[src/rtl/sync_fifo.sv]
`default_nettype none
// ============================================================================
// Module      : sync_fifo
// Description : Single-clock FIFO with registered read data and full/empty flags.
//               Optional sticky overflow/underflow flags under SYNC_FIFO_ERR_EN.
// Revision    : 1.0 - initial release
// ============================================================================
module sync_fifo #(
    parameter int WIDTH = 8,
    parameter int DEPTH = 4
) (
    input  logic                    clk,
    input  logic                    rst_n,
    input  logic                    wr_en,
    input  logic [WIDTH-1:0]        data_in,
    input  logic                    rd_en,
    output logic [WIDTH-1:0]        data_out,
    output logic                    full,
    output logic                    empty,
`ifdef SYNC_FIFO_ERR_EN
    output logic                    overflow,
    output logic                    underflow,
`endif
    output logic [$clog2(DEPTH):0]  count
);

    localparam int AW = $clog2(DEPTH);
    localparam logic [AW:0] c_full_cnt = (AW+1)'(DEPTH);

    logic [WIDTH-1:0] mem_q [DEPTH];
    logic [AW-1:0]    wr_ptr_q, wr_ptr_d;
    logic [AW-1:0]    rd_ptr_q, rd_ptr_d;
    logic [AW:0]      count_q, count_d;
    logic [WIDTH-1:0] data_out_q, data_out_d;
    logic             w_wr_acc;
    logic             w_rd_acc;

    // Accept decisions use the flags as they stand before the edge.
    assign w_wr_acc = wr_en && (count_q != c_full_cnt);
    assign w_rd_acc = rd_en && (count_q != '0);

    always_comb begin
        wr_ptr_d   = wr_ptr_q;
        rd_ptr_d   = rd_ptr_q;
        count_d    = count_q;
        data_out_d = data_out_q;
        if (w_wr_acc) begin
            wr_ptr_d = wr_ptr_q + AW'(1);
        end
        if (w_rd_acc) begin
            rd_ptr_d   = rd_ptr_q + AW'(1);
            data_out_d = mem_q[rd_ptr_q];
        end
        case ({w_wr_acc, w_rd_acc})
            2'b10:   count_d = count_q + (AW+1)'(1);
            2'b01:   count_d = count_q - (AW+1)'(1);
            default: count_d = count_q;
        endcase
    end

    always_ff @(posedge clk) begin
        if (!rst_n) begin
            wr_ptr_q   <= '0;
            rd_ptr_q   <= '0;
            count_q    <= '0;
            data_out_q <= '0;
        end else begin
            wr_ptr_q   <= wr_ptr_d;
            rd_ptr_q   <= rd_ptr_d;
            count_q    <= count_d;
            data_out_q <= data_out_d;
        end
    end

    // Storage has no reset; contents are only meaningful between the pointers.
    always_ff @(posedge clk) begin
        if (rst_n && w_wr_acc) begin
            mem_q[wr_ptr_q] <= data_in;
        end
    end

`ifdef SYNC_FIFO_ERR_EN
    logic overflow_q;
    logic underflow_q;

    always_ff @(posedge clk) begin
        if (!rst_n) begin
            overflow_q  <= 1'b0;
            underflow_q <= 1'b0;
        end else begin
            if (wr_en && (count_q == c_full_cnt)) overflow_q  <= 1'b1;
            if (rd_en && (count_q == '0))         underflow_q <= 1'b1;
        end
    end

    assign overflow  = overflow_q;
    assign underflow = underflow_q;
`endif

    assign data_out = data_out_q;
    assign count    = count_q;
    assign full     = (count_q == c_full_cnt);
    assign empty    = (count_q == '0);

endmodule
`default_nettype wire
[config.mk]
export PLATFORM = sky130hd
export DESIGN_NAME = sync_fifo
export DESIGN_NICKNAME = d
export VERILOG_FILES = /design/src/rtl/sync_fifo.sv
export SDC_FILE = /design/constraint.sdc
export NUM_CORES = 1
export LEC_CHECK = 0
export BUFFER_PORTS_ARGS = -buffer_cell sky130_fd_sc_hd__buf_2
export CAP_MARGIN = 5
export CORE_ASPECT_RATIO = 0.8
export CORE_MARGIN = 3
export CORE_UTILIZATION = 25
export DETAILED_ROUTE_END_ITERATION = 8
export PLACE_DENSITY = 0.47
export SYNTH_ARGS = -nofsm -noshare
export SYNTH_HDL_FRONTEND = slang
export SYNTH_SLANG_ARGS = --single-unit
export TNS_END_PERCENT = 5
[constraint.sdc]
create_clock -name clk -period 2.43 [get_ports clk]
set_input_delay 0.243 -clock clk [delete_from_list [all_inputs] [get_ports clk]]
set_output_delay 0.243 -clock clk [all_outputs]
set_load 0.005 [all_outputs]
After elaboration in Yosys (flattened, before gate mapping)
Memory sizes are Yosys's and may differ from the RTL's. A register that Yosys moved wholly into a read port is not among the register bits.
Cells that the tools add are included.
{ "totals": {"ff_bits": 7, "mem_bits_rw": 32, "wordCells": 22, "n_memories": 1} }
{ "op_classes": {"addsub": 4, "n_eq_ne": 4, "mux": 3, "reduce_logical": 7} }
{ "memory_table": {"columns": ["name", "depth", "width", "rd", "rd_ports_with_merged_regs", "write_ports", "line", "rtl"], "rows": [
  ["mem_q", 4, 8, 1, 1, 1, "30", "logic [WIDTH-1:0] mem_q [DEPTH];"]
]} }
{ "ops": {"columns": ["cell", "count"], "rows": [
  ["$pmux W3 S2", 1],
  ["$add A2 B1 Y2 const B", 2],
  ["$add A3 B1 Y3 const B", 1],
  ["$eq A3 B3 Y1 const B", 1],
  ["$logic_and A1 B1 Y1", 3],
  ["$logic_not A3 Y1", 1],
  ["$ne A3 B3 Y1 const B", 1],
  ["$reduce_bool A3 Y1", 1],
  ["$sub A3 B1 Y3 const B", 1],
  ["$eq A2 B1 Y1 const B", 1],
  ["$eq A2 B2 Y1 const B", 1],
  ["$mux W1", 2],
  ["$reduce_bool A2 Y1", 1],
  ["$logic_not A1 Y1", 1]
]} }

Depth between registers and ports, before layout
Gate-level depths: netlist of the first run.
{ "logic_depth": {"word_depth": 5, "ltp_mapped": 10} }

Least setup slack after synthesis of the first run
OpenSTA, ideal clock, no wires.
{ "synth_path": {"path_type": "flip-flop to flip-flop", "from": "register count_q[2] (netlist: count[2])", "to": "register count_q[2] (netlist: count[2])", "setup_time_ps": 70, "t_arrival_ps": 2111, "t_required_ps": 2360, "slack_ps": 250, "path_stages_with_launch": 11, "path_buffers": 0, "period_less_slack_ps": 2180, "path_cell_list": "dfxtp_1 or3b_4 clkinv_2 nor2_2 inv_1 ha_1 inv_1 fa_1 xor2_1 or3_1 a21oi_1"} }
{ "synth_via": {"elab_chain_len": 4, "elab_cells_between_ends": 10, "cone_classes": "2 x add/sub; 3 x eq/ne; 1 x mux; 4 x reduce/logical"} }
{ "synth_lines": {"columns": ["item", "line", "rtl"], "rows": [
  ["start, declared", "33", "logic [AW:0] count_q, count_d;"],
  ["start signal, assigned", "70", "count_q <= count_d;"],
  ["$ne A3 B3 Y1 / $reduce_bool A3 Y1 (equally long branches)", "39, 40", null],
  ["$logic_and A1 B1 Y1 (on tied branches)", "39, 40", null],
  ["$eq A2 B1 Y1 / $eq A2 B2 Y1 (equally long branches)", "54", "case ({w_wr_acc, w_rd_acc})"],
  ["$pmux W3 S2 / $reduce_bool A2 Y1 (equally long branches)", null, null]
]} }
Parallel ways exist; a longest one is shown, timed or not.
A chain may end at the register's enable or synchronous reset.

Final worst setup path of the first run
{ "layout_path": {"from": "register count_q[0] (netlist: count[0])", "to": "register count_q[2] (netlist: count[2])"} }
The elaborated chain is that of the path after synthesis.

==> results of run 1 <==
power by group through the flow:
stage / combinational (mW) / clock (mW) / sequential, mW
after CTS: 0.501 / 0.488 / 1.05
after floorplan: 0.367 / 0 / 1.02
after global routing: 0.550 / 0.528 / 1.07
final: 0.495 / 0.470 / 1.05
after detailed placement: 0.499 / 0 / 1.07
after global placement: 0.485 / 0 / 1.06
cells in the final DEF, fill, tap and decap left out, drive strengths merged:
cell type and count:
nand3 2, nor2 6, xnor2 1, dfxtp 15, nor3 1, inv 8
fa 1, and3 4, clkbuf 7, o21ai 3, nand2 8, mux4 8
ha 5, clkinv 2, o311ai 1, or3 1, o31a 1, xor2 3
o2bb2ai 8, edfxtp 32, buf 28, or3b 1, and2 1, a21oi 4
cell families after synthesis:
kind of cell / Yosys count / share of synthesized area, %
buffers and inverters: 14 / 3.54
and+or+nand+nor: 24 / 6.35
adders and majority gates: 6 / 4.41
AOI/OAI and AO/OA: 17 / 6.76
xor gates and xnor gates: 4 / 1.87
DFF: 47 / 67.4
muxes: 8 / 9.63
stage by stage:
stage	total power, mW	utilization, %	std cells
final	2.01	31.0	238
after detailed placement	1.57	29.7	230
after floorplan	1.39	-	120
after global placement	1.55	29.7	230
after CTS	2.04	31.0	238
after global routing	2.14	31.0	238
final cells by class:
type | instances | area share (%)
timing repair buffer | 28 | 6.86
clock buffer | 7 | 3.94
clock inverter | 1 | 0.229
tap | 87 | 4.97
inverter | 9 | 1.60
multi-input combinational | 59 | 24.8
sequential | 47 | 57.6
sequential cells by signal, summed over array words and instances (netlist names):
signal and flops:
wr_ptr_q 2, rd_ptr_q 2, mem_q 32, count 3
data_out 8
per-layer routing:
metal / track usage (%) / part of all wire, % / wire length, µm
met2: 13.5 / 47 / 1680
met4: 3.10 / 0 / 0
met1: 12.7 / 47 / 1670
met5: 0 / 0 / 0
met3: 3.11 / 6.4 / 230
final timing paths:
check,end,startpoint,cells past startpoint
worst max-delay path,count[2]$_SDFFE_PN0P_,count[0]$_SDFFE_PN0P_,10
worst min-delay path,mem_q[2][0]$_DFFE_PP_,data_in[0],1
worst max register to register,count[2]$_SDFFE_PN0P_,count[0]$_SDFFE_PN0P_,10
worst min register to register,data_out[2]$_SDFFE_PN0N_,data_out[2]$_SDFFE_PN0N_,2
==> impl_metrics.toml, run 1 <==
[run_status]
status = "finished, final reports clean"

[timing]
final.setup.tns_ns = 0
clock_skew_ns = 0.00367
fin_crit_ns = 2.20
finalCritPeriodShare_pct = 90.5
rsz0062_at_grt = "no"
clock.fmax_mhz = 455
finalSetupViolCount = 0
timing.final.hold_violations = 0
final.hold.worst_slack_ns = 0.164
final-max-slew-violation-count = 0
tightestPinTransition_ns = 0.683
worst_slew_margin_rel_pct = 54.4
worst_slack_ns = 0.231

[detailed_routing]
drt-initial-drc-count = 36
drc = 0
drt-total-wl_um = 3580
via_count = 1049
wl_per_cell_um = 15.0
via_per_inst = 4.41
firstDrtPassIters = 4
antenna_left = 0

[cells_and_area]
finalNetCount = 168
antennaDiodeCount = 0
area.growth.synth_to_final_pct = 17.1
multiInputGateArea_um2 = 543
layout-drive-gt1-share_pct = 32.5
layout.filler_cells = 692
final-seq-area_mm2 = 0.00126
final_cell_area_mm2 = 0.00219

[power_and_ir_drop]
max-vdd-ir-drop_uv = 369
swShare_pct = 28.1
power_share_of_the_clock_group_pct = 23.4
power.density_mw_per_mm2 = 918
standby_leakage_power_nw = 0.799
seq_power_share_pct = 52.0
power.net_switching_mw = 0.566
power.combinational.fraction_pct = 24.6
internal_power_mw = 1.44

[floorplan]
core_mm2 = 0.00706
boundary_pin_count = 25
core.rowCount = 27
start_util_pct = 26.5
die_boundary_height_um = 83.4
die_area_mm2 = 0.00856
die-width_um = 103

[clock_tree]
postCtsResizedCells = 0
hold_buffers = 0
post-cts-setup-buffer-count = 0
source_to_sink_clock_delay_at_the_later_pin_of_the_worst_skew_pair_ns = 0.29
h-tree-depth = 2
cts.sinks = 47
num_cts_buffers = 5
clkSlewWorstSetupHoldPaths_ns = 0.08
clock_tree_from_tritoncts = "done"
cts_buffer_depth = 2
clock_tree.root_cell = "sky130_fd_sc_hd__clkbuf_8"

[critical_path]
critical_path_class = "reg -> reg"
r2r_setup_slack_ns = 0.23
critical-path-top-delay-family = "simple AND/OR/NAND/NOR gates"
cp-start-kind = "flip-flop"
cp_num_buf_inv = 3
crit_top_cell = "sky130_fd_sc_hd__inv_1"
timing.critical_path.required_ns = 2.65
critPathCaptureType = "flip-flop"
worstPathMaxFanout = 5
critPathArrivalTime_ns = 2.42
crit_path_cell_trace = "or3b_4 > clkinv_2 > nor2_2 > inv_1 > ha_1 > inv_1 > fa_1 > xor2_1 > or3_1 > a21oi_1"
worst_path_max_delay_cell = "sky130_fd_sc_hd__or3b_4"
critical_path.max_stage_delay_ns = 0.42

[synthesis]
synth_enable_flop_cells = 32
yosys_most_used_dff = "sky130_fd_sc_hd__edfxtp_1"
ys_seq_area_share_pct = 67.4
async_flop_share_pct = 0
synth_warnings = 0
synth_area_mm2 = 0.00187
synth.ff_latch_count = 47
yosysMostFrequentCell = "sky130_fd_sc_hd__edfxtp_1"
yosysTopAreaCellShare_pct = 51.4
post_synth_num_cell_types = 30
synth_common_cells = "sky130_fd_sc_hd__edfxtp_1 (32), sky130_fd_sc_hd__dfxtp_1 (15), sky130_fd_sc_hd__mux4_2 (8), sky130_fd_sc_hd__nand2_1 (8), sky130_fd_sc_hd__o2bb2ai_1 (8)"
post_synthesis_average_cell_area_um2 = 15.6
dominant_cells_by_area_after_synthesis = "sky130_fd_sc_hd__edfxtp_1 (51%), sky130_fd_sc_hd__dfxtp_1 (16%), sky130_fd_sc_hd__mux4_2 (9.6%)"
synth.net_count = 138
synthCells = 120
synth_top_cell_by_area = "sky130_fd_sc_hd__edfxtp_1"

[global_route]
first_global_vias = 1165
grt-ovfl-total = 0
grtUsageTotal_pct = 9.20
first_pass_grt_wire_length_um = 5970
grt_antenna_before_repair = 0
grt_start_max_net_pins = 15

[placement]
hpwl_um = 2510
post_dp_cell_area_mm2 = 0.00210
place_ws_ns = 0.245
weighted_congestion_at_the_end_of_routability_driven_global_placement = 0.727
port_buffers = 24

[worst_hold_path]
hold_path.class = "in -> reg"

[job]
cap_violations = 0
Power figures use the tool's default switching activity.
==> run 2, diff against run 1 <==
Settings changed: CORE_UTILIZATION 25 to 40, PLACE_DENSITY 0.47 to 0.65.
==> run 2 against run 1 <==
  * Register-to-register slack got worse by 0.04 ns
  * Hold slack got worse by 0.0084 ns
  * Clock power shrank 5.5%
  * Count of clock-buffer cells in the layout down 1
  * Non-clock buffer count fell by 1
  * Combinational power is 2% lower
  * Core utilization up 18 points
  * First-iteration DRC count rose by 75%
  * Setup slack worse by 0.036 ns
  * Critical endpoint unchanged
==> impl_metrics.toml, run 2 (synthesis gave the netlist of run 1 again) <==
[critical_path]
crit_top_cell = "sky130_fd_sc_hd__inv_1"
critical_path.max_stage_delay_ns = 0.41
critPathCaptureType = "flip-flop"
worst_path_max_delay_cell = "sky130_fd_sc_hd__or3b_4"
critPathArrivalTime_ns = 2.47
timing.critical_path.required_ns = 2.67
worstPathMaxFanout = 7
crit_path_cell_trace = "or3b_4 > clkinv_2 > nor2_2 > inv_1 > ha_1 > inv_1 > fa_1 > xor2_1 > or3_1 > a21oi_1"
critical_path_class = "reg -> reg"
cp-start-kind = "flip-flop"

[power_and_ir_drop]
totalPowerFinal_mw = 1.97
standby_leakage_power_nw = 0.787
power.density_mw_per_mm2 = 921
max-vdd-ir-drop_uv = 496

[cells_and_area]
final_cell_area_mm2 = 0.00214
finalNetCount = 167
mostFrequentLayoutCell = "sky130_fd_sc_hd__edfxtp_1"
mostFrequentLayoutCells = "sky130_fd_sc_hd__edfxtp_1 (32), sky130_fd_sc_hd__buf_2 (24), sky130_fd_sc_hd__dfxtp_1 (14)"
max_flop_register = "mem_q"
antennaDiodeCount = 0
layout-drive-gt1-share_pct = 32.7
layout.filler_cells = 397
largest_register_ffs = 32
area.growth.synth_to_final_pct = 14.4

[timing]
final-max-slew-violation-count = 0
clock_skew_ns = 0.00876
rsz0062_at_grt = "no"
fin_crit_ns = 2.23
worst_slew_margin_rel_pct = 56.9
final.setup.tns_ns = 0
finalCritPeriodShare_pct = 92.0
finalSetupViolCount = 0
timing.final.hold_violations = 0
tightestPinTransition_ns = 0.645
clock.fmax_mhz = 448

[global_route]
met1_usage_pct = 15.4
grt_busiest_layer = "met2"
grt-ovfl-total = 0
first_global_vias = 1044
grt.met2_usage_pct = 22.7
global_route_met3_utilization_pct = 4.13
grtUsageTotal_pct = 13.5
grt_start_max_net_pins = 15
first_pass_grt_wire_length_um = 5050
grt_antenna_before_repair = 0

[detailed_routing]
via_count = 1027
via_per_inst = 4.96
drt-initial-drc-count = 63
drc = 0
drt-total-wl_um = 3280
firstDrtPassIters = 4
antenna_left = 0
wl_per_cell_um = 15.9

[clock_tree]
cts.sinks = 47
clock_tree.root_cell = "sky130_fd_sc_hd__clkbuf_8"
h-tree-depth = 2
num_cts_buffers = 5
source_to_sink_clock_delay_at_the_later_pin_of_the_worst_skew_pair_ns = 0.30
postCtsResizedCells = 0
hold_buffers = 0
post-cts-setup-buffer-count = 0
clkSlewWorstSetupHoldPaths_ns = 0.08
cts_buffer_depth = 2
clock_tree_from_tritoncts = "done"

[placement]
post_dp_cell_area_mm2 = 0.00205
hpwl_um = 2320
port_buffers = 24
weighted_congestion_at_the_end_of_routability_driven_global_placement = 0.784

[floorplan]
core.rowCount = 21
boundary_pin_count = 25
die_area_mm2 = 0.00554
die_boundary_height_um = 67.2
die-width_um = 82.5
core_mm2 = 0.00434
start_util_pct = 43.1

[run_status]
status = "finished, final reports clean"

[job]
cap_violations = 0

[worst_hold_path]
hold_path.class = "in -> reg"
run 2: cell count changes in the layout (fill, tap and decap cells not counted):
cell,delta
sky130_fd_sc_hd__clkbuf_8,-1
sky130_fd_sc_hd__buf_4,-1
sky130_fd_sc_hd__clkinvlp_4,+1
sky130_fd_sc_hd__dfxtp_1,-1
sky130_fd_sc_hd__dfxtp_2,+1
run 2: critical path, delay by kind of cell (launching register included):
| family | cells | cell delay [ns] |
|---|---|---|
| buffers and inverters | 3 | 0.20 |
| xor gates and xnor gates | 1 | 0.16 |
| AOI/OAI and AO/OA | 1 | 0.14 |
| adders and majority gates | 2 | 0.55 |
| DFF | 1 | 0.36 |
| and+or+nand+nor | 3 | 0.77 |
run 2: path summary, 6_finish.rpt:
check                           start                        to  slack [ns]  depth (start not counted)
max             count[1]$_SDFFE_PN0P_     count[2]$_SDFFE_PN0P_        0.20                         10
min reg2reg  data_out[1]$_SDFFE_PN0N_  data_out[1]$_SDFFE_PN0N_        0.46                          2
max reg2reg     count[1]$_SDFFE_PN0P_     count[2]$_SDFFE_PN0P_        0.20                         10
min                        data_in[6]     mem_q[0][6]$_DFFE_PP_        0.16                          1
run 2: per-stage QoR:
stage | hold slack, ns | worst slack (ns) | instances | utilization [%]
3_3_place_gp | 0.445 | 0.280 | 199 | 47.4
4_1_cts | 0.144 | 0.169 | 207 | 49.3
2_1_floorplan | 0.342 | 0.250 | 120 | -
5_1_grt | 0.146 | 0.0277 | 207 | 49.4
6_report | 0.156 | 0.195 | 207 | 49.4
3_5_place_dp | 0.452 | 0.191 | 199 | 47.4
run 2: cell type report:
cell class / count / area [µm²] / area share (%)
timing repair buffer: 27 / 143 / 6.67
tap: 57 / 71.3 / 3.33
clock buffer: 6 / 72.6 / 3.39
inverter: 9 / 35.0 / 1.64
multi-input combinational: 59 / 543 / 25.4
sequential: 47 / 1260 / 59.0
clock inverter: 2 / 12.5 / 0.585
run 2: power breakdown:
part	internal, mW	switching, mW	leakage, nW
Combinational	0.262	0.222	0.333
Clock	0.201	0.243	0.0412
Sequential	0.950	0.0930	0.414
Total	1.41	0.558	0.787
run 2: metal layers:
layer | share of wire [%] | up-vias | wire length (µm)
li1 | - | 502 | -
met1 | 43 | 496 | 1420
met2 | 50 | 22 | 1650
met3 | 4.8 | 7 | 156
met4 | 1.7 | 0 | 55
met5 | 0 | - | 0
==> run 3, diff against run 2 <==
Settings changed: CORE_UTILIZATION 40 to 56, PLACE_DENSITY 0.65 to 0.84.
==> run 3 against run 2 <==
  * Maximum frequency shrank 1.6%
  * Largest power group unchanged
  * Critical path depth is the same
  * Clock power grew 23%
  * Count of clock-buffer cells in the layout shrank 1
  * Via count grew 2.8%
==> impl_metrics.toml, run 3 (synthesis gave the netlist of run 1 again) <==
[run_status]
status = "finished, final reports clean"

[detailed_routing]
via_per_inst = 5.56
antenna_left = 0
firstDrtPassIters = 4
wl_per_cell_um = 17.0
drt-total-wl_um = 3220
via_count = 1056
drt-initial-drc-count = 49
drc = 0

[clock_tree]
cts_buffer_depth = 2
source_to_sink_clock_delay_at_the_later_pin_of_the_worst_skew_pair_ns = 0.30
num_cts_buffers = 5
clkSlewWorstSetupHoldPaths_ns = 0.08
cts.sinks = 47
clock_tree.root_cell = "sky130_fd_sc_hd__clkbuf_8"
h-tree-depth = 2
hold_buffers = 0
clock_tree_from_tritoncts = "done"

[critical_path]
critPathCaptureType = "flip-flop"
critical_path_class = "reg -> reg"
critical-path-top-delay-family = "simple AND/OR/NAND/NOR gates"
crit-reg2reg-launch = "count[1]$_SDFFE_PN0P_"
crit_path_cell_trace = "or3b_4 > clkinv_2 > nor2_2 > inv_1 > ha_2 > inv_1 > fa_1 > xor2_1 > or3_1 > a21oi_2"
crit_top_cell = "sky130_fd_sc_hd__inv_1"
critPathArrivalTime_ns = 2.51
cp-start-kind = "flip-flop"
worstRegToRegCells = 10
reg2reg_to = "count[2]$_SDFFE_PN0P_"
r2r_setup_slack_ns = 0.16
worst_path_max_delay_cell = "sky130_fd_sc_hd__or3b_4"
critical_path.max_stage_delay_ns = 0.41
worstPathMaxFanout = 7
cp_num_buf_inv = 3
timing.critical_path.required_ns = 2.67

[floorplan]
core_mm2 = 0.00313
die-width_um = 70.6
boundary_pin_count = 25
start_util_pct = 59.8
core.rowCount = 18
die_area_mm2 = 0.00407
die_boundary_height_um = 57.7

[timing]
final-max-slew-violation-count = 0
fin_crit_ns = 2.27
final.setup.tns_ns = 0
clock_skew_ns = 0.00729
tightestPinTransition_ns = 0.626
clock.fmax_mhz = 441
finalSetupViolCount = 0
worst_slew_margin_rel_pct = 58.2
rsz0062_at_grt = "no"
finalCritPeriodShare_pct = 93.4
timing.final.hold_violations = 0

[global_route]
first_global_vias = 1087
grt_antenna_before_repair = 0
grt_start_max_net_pins = 15
grtUsageTotal_pct = 18.3
grt-ovfl-total = 0
first_pass_grt_wire_length_um = 5280

[power_and_ir_drop]
max-vdd-ir-drop_uv = 510
power.density_mw_per_mm2 = 971
standby_leakage_power_nw = 0.800

[placement]
port_buffers = 24
weighted_congestion_at_the_end_of_routability_driven_global_placement = 0.756
hpwl_um = 2270
placed_instances = 182

[cells_and_area]
mostFrequentLayoutCell = "sky130_fd_sc_hd__edfxtp_1"
largest_register_ffs = 32
antennaDiodeCount = 0
max_flop_register = "mem_q"
area.growth.synth_to_final_pct = 14.8
layout-drive-gt1-share_pct = 34.0
finalNetCount = 167
final-instance-count-excl-fill = 190
mostFrequentLayoutCells = "sky130_fd_sc_hd__edfxtp_1 (32), sky130_fd_sc_hd__buf_2 (24), sky130_fd_sc_hd__dfxtp_1 (14)"

[worst_hold_path]
hold_path.startpoint = "data_in[3]"
hold_path.class = "in -> reg"
hold_path_depth = 1
holdPathEnd = "mem_q[2][3]$_DFFE_PP_"

[job]
cap_violations = 0
[run 3: changes by cell type in the layout (fill, tap and decap cells not counted)]
cell,previous run,this run
sky130_fd_sc_hd__a21oi_1,3,2
sky130_fd_sc_hd__a21oi_2,1,2
sky130_fd_sc_hd__bufinv_16,0,1
sky130_fd_sc_hd__clkbuf_1,1,0
sky130_fd_sc_hd__clkinv_1,0,1
sky130_fd_sc_hd__clkinvlp_4,1,0
sky130_fd_sc_hd__ha_1,5,4
sky130_fd_sc_hd__ha_2,0,1
[run 3: repair_timing]
item | 4_1_cts | 5_1_grt
setup endpoints to repair | 0 | 1
gates resized for setup | 0 | 3
setup buffers | 0 | 0
[run 3: area by class of cell]
class,count,area (µm²)
well taps,40,50.0
multi-input cells,59,549
repair buffers,27,143
flip-flops and latches,47,1260
inverters,9,35.0
fillers,199,983
clock buffers,5,68.8
clock inverters,3,38.8
[run 3: how the worst max path moves through the flow]
stage / start / depth (start not counted) / slack [ns] / end
floorplan: count[2]$_SDFFE_PN0P_ / 10 / 0.25 / count[2]$_SDFFE_PN0P_
global placement: count[1]$_SDFFE_PN0P_ / 10 / 0.29 / count[2]$_SDFFE_PN0P_
detailed placement: count[1]$_SDFFE_PN0P_ / 10 / 0.15 / count[2]$_SDFFE_PN0P_
CTS: count[1]$_SDFFE_PN0P_ / 10 / 0.13 / count[2]$_SDFFE_PN0P_
global route: count[1]$_SDFFE_PN0P_ / 10 / 0.003 / count[2]$_SDFFE_PN0P_
finish: count[1]$_SDFFE_PN0P_ / 10 / 0.16 / count[2]$_SDFFE_PN0P_
[run 3: through the flow]
stage | utilization [%] | setup slack (ns) | hold WS, ns | power (mW) | cell area, µm²
after detailed placement | 64.9 | 0.153 | 0.457 | 1.55 | 2030
after global placement | 64.9 | 0.290 | 0.447 | 1.52 | 2030
final | 68.6 | 0.160 | 0.158 | 2.08 | 2150
after CTS | 68.3 | 0.129 | 0.151 | 2.10 | 2140
after floorplan | - | 0.250 | 0.342 | 1.39 | 1870
after global routing | 68.6 | 0.00274 | 0.152 | 2.20 | 2150
[run 3: worst register-to-register path: stages (launching register included)]
cell                       delay (ns)
sky130_fd_sc_hd__dfxtp_2         0.36
sky130_fd_sc_hd__or3b_4          0.41
sky130_fd_sc_hd__clkinv_2        0.10
sky130_fd_sc_hd__nor2_2          0.06
sky130_fd_sc_hd__inv_1           0.06
sky130_fd_sc_hd__ha_2            0.18
sky130_fd_sc_hd__inv_1           0.05
sky130_fd_sc_hd__fa_1            0.37
sky130_fd_sc_hd__xor2_1          0.16
sky130_fd_sc_hd__or3_1           0.32
sky130_fd_sc_hd__a21oi_2         0.14
[run 3: power by group]
part / switching, mW / internal [mW]
sequential: 0.0938 / 0.951
clock: 0.247 / 0.301
combinational: 0.228 / 0.264
[run 3: metal layers]
layer | GRT usage, % | up-vias | part of all wire [%]
met4 | 9.65 | 0 | 2.4
met3 | 5.20 | 8 | 5.1
met2 | 32.1 | 28 | 54
li1 | - | 506 | -
met5 | 0 | - | 0
met1 | 20.6 | 514 | 39
